[src/rtl/spi_slave.sv]
// spi_slave
//   SPI mode-0 slave front end running entirely in the clk6x domain. The SPI
//   pins are oversampled, received bytes are assembled MSB first and flagged
//   as header (first byte of a chip-select frame) or data byte, and a single
//   byte transmit buffer is shifted out on MISO.
//
// Ports
//   clk6x            system clock, rising edge
//   reset            synchronous, active-high reset
//   spi_clk_i        SCK pin (async, idle low)
//   spi_csn_i        chip select pin (async, active low)
//   spi_mosi_i       MOSI pin (async)
//   spi_miso_o       MISO data, MSB of the tx shift register
//   spi_miso_drive_o MISO output enable, high while synchronized CSn is low
//   rx_byte_o        last completed received byte
//   rx_hdr_en_o      one-cycle pulse: first byte of the frame completed
//   rx_db_en_o       one-cycle pulse: later byte of the frame completed
//   tx_byte_i        response byte
//   tx_en_i          strobe capturing tx_byte_i (only between bytes)

module spi_slave (
    input  logic       clk6x,
    input  logic       reset,
    input  logic       spi_clk_i,
    input  logic       spi_csn_i,
    input  logic       spi_mosi_i,
    output logic       spi_miso_o,
    output logic       spi_miso_drive_o,
    output logic [7:0] rx_byte_o,
    output logic       rx_hdr_en_o,
    output logic       rx_db_en_o,
    input  logic [7:0] tx_byte_i,
    input  logic       tx_en_i
);

    // [0],[1] synchronize; [2] is the previous synchronized value for edges.
    logic [2:0] sck_q,  sck_d;
    logic [2:0] csn_q,  csn_d;
    logic [2:0] mosi_q, mosi_d;

    logic [2:0] bit_cnt_q,  bit_cnt_d;
    logic [7:0] rx_shift_q, rx_shift_d;
    logic [7:0] tx_shift_q, tx_shift_d;
    logic [7:0] rx_byte_q,  rx_byte_d;
    logic       first_q,    first_d;
    logic       hdr_q,      hdr_d;
    logic       db_q,       db_d;

    logic       sck_rise;
    logic       sck_fall;
    logic       csn_high;
    logic       csn_rise;
    logic       mosi_bit;
    logic [7:0] rx_next;

    assign sck_rise = sck_q[1] & ~sck_q[2];
    assign sck_fall = ~sck_q[1] & sck_q[2];
    assign csn_high = csn_q[1];
    assign csn_rise = csn_q[1] & ~csn_q[2];
    // MOSI runs through the same three-deep pipeline as SCK; it is stable
    // around the rising edge, so the oldest stage lines up with the edge.
    assign mosi_bit = mosi_q[2];
    assign rx_next  = {rx_shift_q[6:0], mosi_bit};

    always_comb begin
        sck_d      = {sck_q[1:0],  spi_clk_i};
        csn_d      = {csn_q[1:0],  spi_csn_i};
        mosi_d     = {mosi_q[1:0], spi_mosi_i};
        bit_cnt_d  = bit_cnt_q;
        rx_shift_d = rx_shift_q;
        tx_shift_d = tx_shift_q;
        rx_byte_d  = rx_byte_q;
        first_d    = first_q;
        hdr_d      = 1'b0;
        db_d       = 1'b0;

        if (csn_high) begin
            // Idle / end of frame: drop any partial byte and rearm the header.
            bit_cnt_d  = 3'd0;
            rx_shift_d = 8'h00;
            first_d    = 1'b1;
            if (csn_rise) begin
                tx_shift_d = 8'h00;
            end else if (tx_en_i) begin
                tx_shift_d = tx_byte_i;
            end
        end else begin
            if (sck_rise) begin
                rx_shift_d = rx_next;
                bit_cnt_d  = bit_cnt_q + 3'd1;
                if (bit_cnt_q == 3'd7) begin
                    rx_byte_d  = rx_next;
                    hdr_d      = first_q;
                    db_d       = ~first_q;
                    first_d    = 1'b0;
                    // Flush the leftover bit so an unanswered byte reads 0x00.
                    tx_shift_d = 8'h00;
                end
            end else if (sck_fall && (bit_cnt_q != 3'd0)) begin
                tx_shift_d = {tx_shift_q[6:0], 1'b0};
            end

            if (tx_en_i && (bit_cnt_q == 3'd0)) begin
                tx_shift_d = tx_byte_i;
            end
        end
    end

    always_ff @(posedge clk6x) begin
        if (reset) begin
            sck_q      <= 3'b000;
            csn_q      <= 3'b111;
            mosi_q     <= 3'b000;
            bit_cnt_q  <= 3'd0;
            rx_shift_q <= 8'h00;
            tx_shift_q <= 8'h00;
            rx_byte_q  <= 8'h00;
            first_q    <= 1'b1;
            hdr_q      <= 1'b0;
            db_q       <= 1'b0;
        end else begin
            sck_q      <= sck_d;
            csn_q      <= csn_d;
            mosi_q     <= mosi_d;
            bit_cnt_q  <= bit_cnt_d;
            rx_shift_q <= rx_shift_d;
            tx_shift_q <= tx_shift_d;
            rx_byte_q  <= rx_byte_d;
            first_q    <= first_d;
            hdr_q      <= hdr_d;
            db_q       <= db_d;
        end
    end

    assign spi_miso_o       = tx_shift_q[7];
    assign spi_miso_drive_o = ~csn_q[1];
    assign rx_byte_o        = rx_byte_q;
    assign rx_hdr_en_o      = hdr_q;
    assign rx_db_en_o       = db_q;

endmodule

[config.mk]
export PLATFORM = sky130hd
export DESIGN_NAME = spi_slave
export DESIGN_NICKNAME = d
export VERILOG_FILES = /design/src/rtl/spi_slave.sv
export SDC_FILE = /design/constraint.sdc
export NUM_CORES = 1
export LEC_CHECK = 0
export ABC_AREA = 1
export ABC_CLOCK_PERIOD_IN_PS = 1700
export CORE_ASPECT_RATIO = 1.25
export CORE_MARGIN = 2
export CORE_UTILIZATION = 39
export DETAILED_ROUTE_END_ITERATION = 12
export DONT_BUFFER_PORTS = 1
export SLEW_MARGIN = 20
export SYNTH_ARGS = -nofsm -noshare
export SYNTH_HDL_FRONTEND = slang
export SYNTH_SLANG_ARGS = --single-unit
[constraint.sdc]
create_clock -name clk6x -period 1.7 [get_ports clk6x]
set_input_delay 0.17 -clock clk6x [delete_from_list [all_inputs] [get_ports clk6x]]
set_output_delay 0.17 -clock clk6x [all_outputs]
set_load 0.02 [all_outputs]
==> reports/metrics.cfg, run 1 <==
[route]
first_iter_violations=70
drt-pass1-iter-count=4
dr_total_vias=1321
drc=0
antenna_left=0
viasPerCell=4.374
wire_per_inst_um=10.29
drt-total-wl_mm=3.107

[critical_path]
crit_path_max_incr_delay_ns=0.31
crit_arrival_ns=1.67
start_kind=flip-flop
crit_type=reg2reg
r2r_end=tx_shift_q[3]
reg2reg_slack_ns=0.22
crit_path_cell_trace=ha_1 -> ha_1 -> nand3_2 -> nand2_1 -> o21bai_2 -> buf_4 -> nand2_1 -> nand2_1 -> nor2_1
slowest_stage=dfxtp_1
timing.critical_path.buf_inv=1
worst_r2r_path_depth=9
endpoint_kind=flip-flop
critPathTopFamily=adder cells
timing.rr.start=bit_cnt_q[0]
cp_max_fo=11
crit_top_cell=nand2_1
required_ns=1.89

[timing]
fin_setup_tns_ns=0
finalCritPeriodShare_pct=86.82
clock.fmax_ghz=0.6775
hold_viol=0
setup_viol=0
worstMarginPinSlew_ns=0.4839
max_slew_margin_pct=67.70
finalCriticalPeriod_ns=1.476
maxSlewViolCount=0
grt_setup_unrepaired=no
fin_worst_skew_ns=0.002729

[clock_tree]
clk_pin_slew_ns=0.07
h-tree-depth=2
clk_latency_ns=0.29
numClockSinks=38
cts_setup_buffers=0
tritoncts=done
cts_buffer_depth=2
root_buffer=clkbuf_8
cts_inserted_buffers=5

[die]
row_count=26
initial_core_util_pct=40.43
boundaryPins=26
dieArea_sq_mm=0.004754
die_w_um=62.07
dieHeight_um=76.59
core_sq_mm=0.004066

[finish]
nets=262
n_antenna_cell=0
drive_above_1_share_pct=10.16
mostFrequentLayoutCells=nand2_1, nor2_1, dfxtp_1
syn_to_final_growth_pct=14.61
final_common_cell=nand2_1
finalCoreUtilization_pct=46.34

[outcome]
status=finished, final reports clean

[worst_hold_path]
min_to=tx_shift_q[3]
hold_depth=4
hold_class=in2reg
worstHoldStart=tx_byte_i[3]

[synthesis]
netlist_area_sq_mm=0.001644
ys_seq_area_share_pct=46.27
synth.distinct_cells=20
syn-num-nets=254
synth_top_family_by_area=simple AND/OR/NAND/NOR gates
synth_compound_area_share_pct=9.209
synthXorXnorAreaFrac_pct=0
syn_avg_cell_area_sq_um=6.937
synthSimpleGateAreaFrac_pct=30.59
synth_mux_area_share_pct=0
syn_inst=237
synth_warnings=0
ys_ff_latch=38
synthAdderAreaFrac_pct=2.283

[job]
maxCapViolations=0

[place]
port_buffers=0
hpwlAfterDp_mm=2.109
gp_congestion=0.7704

[pwr]
power-per-cell-area_mw_per_mm2=1075
fin_total_pwr_mw=2.026
power.leakage_nw=0.9398
ir_worst_vdd_mv=0.6228

[global_route]
antenna_found_initial=0
groute.usage.overall_pct=15.59
grt_pass1_vias=1338
grt_max_degree=17
grt_first_pass_wirelength_mm=5.554
gr-total-overflow=0

## where the power goes
| group | internal (mW) | switching (mW) |
|---|---|---|
| registers | 0.917 | 0.0161 |
| clock network | 0.626 | 0.308 |
| logic | 0.0636 | 0.0952 |
| total | 1.61 | 0.419 |
## cells in the mapped netlist, drive strengths merged
cell    number  share of area, %
nand2       69                16
nor2        42               9.9
dfxtp       38                46
inv         35               8.0
o21ai       19               5.8
a21oi        9               2.7
buf          7               2.8
or2          7               2.7
nand3        4               1.5
ha           3               2.3
clkbuf       1              0.84
nor3         1              0.30
nor3b        1              0.46
o21bai       1              0.68
## cells by family (layout without fill, tap and decap cells)
kind of cell | Yosys count | count (layout)
adder cells (fa/ha/maj) | 3 | 3
flip-flops | 38 | 38
AND/OR/NAND/NOR | 124 | 124
AO/OA/AOI/OAI | 29 | 29
buffers and inverters | 43 | 52
## worst max path at each step
stage / endpoint / cells past startpoint / slack [ns] / start
after detailed placement: tx_shift_q[3] / 9 / 0.17 / bit_cnt_q[0]
after CTS: tx_shift_q[3] / 9 / 0.15 / bit_cnt_q[0]
after global placement: tx_shift_q[2] / 9 / 0.18 / bit_cnt_q[0]
after global routing: tx_shift_q[3] / 9 / 0.09 / bit_cnt_q[0]
after floorplan: tx_shift_q[3] / 9 / 0.32 / bit_cnt_q[0]
final: tx_shift_q[3] / 9 / 0.22 / bit_cnt_q[0]
## registers in the layout (all words and copies together) (netlist names)
signal	count
rx_db_en_o	1
rx_hdr_en_o	1
rx_byte_o	8
rx_shift_q	7
first_q	1
mosi_q	3
tx_shift_q	8
sck_q	3
csn_q	3
bit_cnt_q	3
## per-stage QoR
step                      setup WS [ns]  hold WS (ns)  area, sq um  instances
after floorplan                  0.3202        0.2738         1644        237
after global routing            0.08900        0.1528         1884        302
after detailed placement         0.1656        0.2443         1692        290
final                            0.2240        0.1169         1884        302
after global placement           0.1812        0.2423         1692        290
after CTS                        0.1504        0.1151         1874        302
## tightest hold or removal path, cell delays in order
cell     delay, ns
nand2_1       0.03
nand2_1       0.05
nor2_1        0.03
nor2_1        0.08
## metal layers
metal / up-vias / track usage, % / wire length, um
met4: 0 / 5.745 / 44
li1: 722 / - / -
met1: 567 / 18.64 / 1402
met2: 27 / 25.10 / 1479
met3: 5 / 5.093 / 181
met5: - / 0 / 0
## timing repair
action	CTS	global route
gates resized for setup	0	2
endpoints found under the setup margin	0	3
endpoints found under the hold margin	9	0
hold buffers	4	0
## layout make-up
cell class,count,area (sq um)
repair buffers,9,77.57
clock buffers,6,82.58
fillers,426,2182
multi-input cells,156,701.9
inverters,35,131.4
well taps,56,70.07
flip-flops and latches,38,760.7
clock inverters,2,60.06
Note: power is estimated with default switching activity, not from simulation.
==> run 2, diff against run 1 <==
--- a/config.mk
+++ b/config.mk
@@ -11,6 +11,8 @@
 export CORE_MARGIN = 2
 export CORE_UTILIZATION = 39
+export CTS_CLUSTER_SIZE = 30
 export DETAILED_ROUTE_END_ITERATION = 12
 export DONT_BUFFER_PORTS = 1
+export PLACE_DENSITY = 0.5
 export SLEW_MARGIN = 20
 export SYNTH_ARGS = -nofsm -noshare
==> constraint.sdc (replaced) <==
create_clock -name clk6x -period 1.7 [get_ports clk6x]
set_input_delay 0.17 -clock clk6x [delete_from_list [all_inputs] [get_ports clk6x]]
set_output_delay 0.17 -clock clk6x [all_outputs]
set_load 0.1 [all_outputs]
==> run 2 against run 1 <==
  * Die area stayed put
  * Critical path type unchanged
  * Cell count is 3.6% higher
  * Largest power group is now sequential cells
  * Via count is 1.1% higher
  * Hold slack better by 0.0088 ns
  * Combinational power is 14% higher
==> reports/metrics.cfg, run 2 (synthesis results as in run 1) <==
[clock_tree]
cts_inserted_buffers=5  ; unchanged
clk_latency_ns=0.29  ; about the same
clk_pin_slew_ns=0.07  ; about the same
cts_setup_buffers=0  ; unchanged
cts_buffer_depth=2  ; unchanged
h-tree-depth=2  ; unchanged
root_buffer=clkbuf_8  ; unchanged
numClockSinks=38  ; unchanged
tritoncts=done  ; unchanged

[die]
initial_core_util_pct=40.43  ; unchanged
boundaryPins=26  ; unchanged
dieArea_sq_mm=0.004754  ; unchanged
core_sq_mm=0.004066  ; unchanged
die_w_um=62.07  ; unchanged
dieHeight_um=76.59  ; unchanged
row_count=26  ; unchanged

[outcome]
status=finished, final reports clean  ; unchanged

[finish]
final_common_cell=nand2_1  ; unchanged
n_antenna_cell=0  ; unchanged
nets=274  ; was 262
mostFrequentLayoutCells=nand2_1, nor2_1, dfxtp_1  ; unchanged
ff_latch_area_sq_um=760.7  ; unchanged
multi_input_area_sq_um=699.4  ; was 701.9 sq um
drive_above_1_share_pct=13.62  ; was 10.16%
fillers=438  ; was 426
fin_cells=313  ; was 302
syn_to_final_growth_pct=16.06  ; was 14.61%

[timing]
worstMarginPinSlew_ns=0.4537  ; was 0.4839 ns
max_slew_margin_pct=69.72  ; was 67.70%
finalCritPeriodShare_pct=89.54  ; was 86.82%
maxSlewViolCount=0  ; unchanged
fin_setup_tns_ns=0  ; unchanged
finalCriticalPeriod_ns=1.522  ; was 1.476 ns
layout_setup_ws_ns=0.1778  ; was 0.2240 ns
clock.fmax_ghz=0.6569  ; was 0.6775 GHz
setup_viol=0  ; unchanged
grt_setup_unrepaired=no  ; unchanged
hold_viol=0  ; unchanged
fin_worst_skew_ns=0.006770  ; was 0.002729 ns

[global_route]
grt_max_degree=17  ; unchanged
grt_pass1_vias=1255  ; was 1,338
antenna_found_initial=0  ; unchanged
gr-total-overflow=0  ; unchanged
groute.usage.overall_pct=14.49  ; was 15.59%
grt_first_pass_wirelength_mm=5.099  ; was 5.554 mm

[route]
viasPerCell=4.268  ; was 4.374
drt-total-wl_mm=3.011  ; was 3.107 mm
drt-pass1-iter-count=4  ; unchanged
wire_per_inst_um=9.620  ; was 10.29 um
drc=0  ; unchanged
first_iter_violations=66  ; was 70
dr_total_vias=1336  ; was 1,321
antenna_left=0  ; unchanged

[critical_path]
crit_path_max_incr_delay_ns=0.31  ; about the same
required_ns=1.88  ; was 1.89 ns
endpoint_kind=flip-flop  ; unchanged
crit_arrival_ns=1.70  ; was 1.67 ns
crit_top_cell=nand2_1  ; unchanged
slowest_stage=dfxtp_1  ; unchanged
crit_type=reg2reg  ; unchanged
start_kind=flip-flop  ; unchanged
cp_max_fo=11  ; unchanged
crit_path_cell_trace=ha_1 -> ha_1 -> nand3_1 -> nand2_1 -> o21bai_4 -> nand2_1 -> nand2_1 -> nor2_1  ; was ha_1 -> ha_1 -> nand3_2 -> nand2_1 -> o21bai_2 -> buf_4 -> nand2_1 -> nand2_1 -> nor2_1

[pwr]
power-per-cell-area_mw_per_mm2=879.7  ; was 1075 mW/mm^2
ir_worst_vdd_mv=0.5715  ; was 0.6228 mV
power.leakage_nw=0.9759  ; was 0.9398 nW
fin_total_pwr_mw=1.679  ; was 2.026 mW

[place]
gp_congestion=0.7625  ; was 0.7704
place_inst=302  ; was 290
port_buffers=0  ; unchanged
hpwlAfterDp_mm=2.124  ; was 2.109 mm
place_ws_ns=0.07514  ; was 0.1656 ns

[job]
maxCapViolations=0  ; unchanged

[worst_hold_path]
hold_class=in2reg  ; unchanged

-- run 2: cell types whose count changed in the layout (fill, tap and decap cells not counted) --
| cell | delta |
|---|---|
| nor2_2 | +1 |
| bufinv_16 | -2 |
| nand3_1 | +1 |
| clkbuf_8 | -1 |
| nand3_2 | -1 |
| buf_4 | +12 |
| nor2_4 | -1 |
| o21bai_4 | +1 |
| o21bai_2 | -1 |
| clkinv_2 | +2 |
-- run 2: final cells by class --
class,instances,area share [%]
Multi-Input combinational cell,156,36.66
Tap cell,56,3.672
Clock inverter,2,0.5246
Timing Repair Buffer,21,8.787
Clock buffer,5,3.607
Sequential cell,38,39.87
Inverter,35,6.885
-- run 2: power breakdown --
group          internal, mW  total (mW)  leakage (nW)  switching, mW
Sequential            0.918       0.930         0.310         0.0127
Clock                 0.275       0.567        0.0438          0.292
Combinational        0.0669       0.182         0.622          0.115
Total                  1.26        1.68         0.976          0.419
-- run 2: worst max-delay path: cells and delay by family, from the launching register on --
family	cells	cell delay, ns
AOI/OAI and AO/OA	1	0.27
DFF	1	0.31
and+or+nand+nor	5	0.47
adders and majority gates	2	0.36
-- run 2: worst paths after layout --
| path | to | slack [ns] | start | cells past startpoint |
|---|---|---|---|---|
| setup reg to reg | tx_shift_q[3] | 0.18 | bit_cnt_q[0] | 8 |
| hold reg to reg | sck_q[1] | 0.40 | sck_q[0] | 2 |
| hold / removal | tx_shift_q[5] | 0.13 | tx_byte_i[5] | 4 |
| setup / recovery | tx_shift_q[3] | 0.18 | bit_cnt_q[0] | 8 |
-- run 2: metrics by stage --
step / hold slack (ns) / instance area, sq um / util (%)
global route: 0.1320 / 1908 / 46.92
floorplan: 0.2738 / 1644 / -
CTS: 0.1202 / 1901 / 46.74
global placement: 0.2427 / 1782 / 43.82
detailed placement: 0.2441 / 1782 / 43.82
finish: 0.1257 / 1908 / 46.92
-- run 2: routing by layer --
metal	vias to the layer above	share of wire [%]	GRT usage, %
met1	564	45	16.37
met4	0	2.3	7.021
li1	744	-	-
met3	7	4.5	4.075
met5	-	0	0
met2	21	49	23.85
-- run 2: repair_timing --
| action | in CTS | in global routing |
|---|---|---|
| setup endpoints to repair | 0 | 8 |
| hold buffers | 4 | 0 |
| resized for setup | 0 | 1 |
| hold endpoints to repair | 8 | 0 |
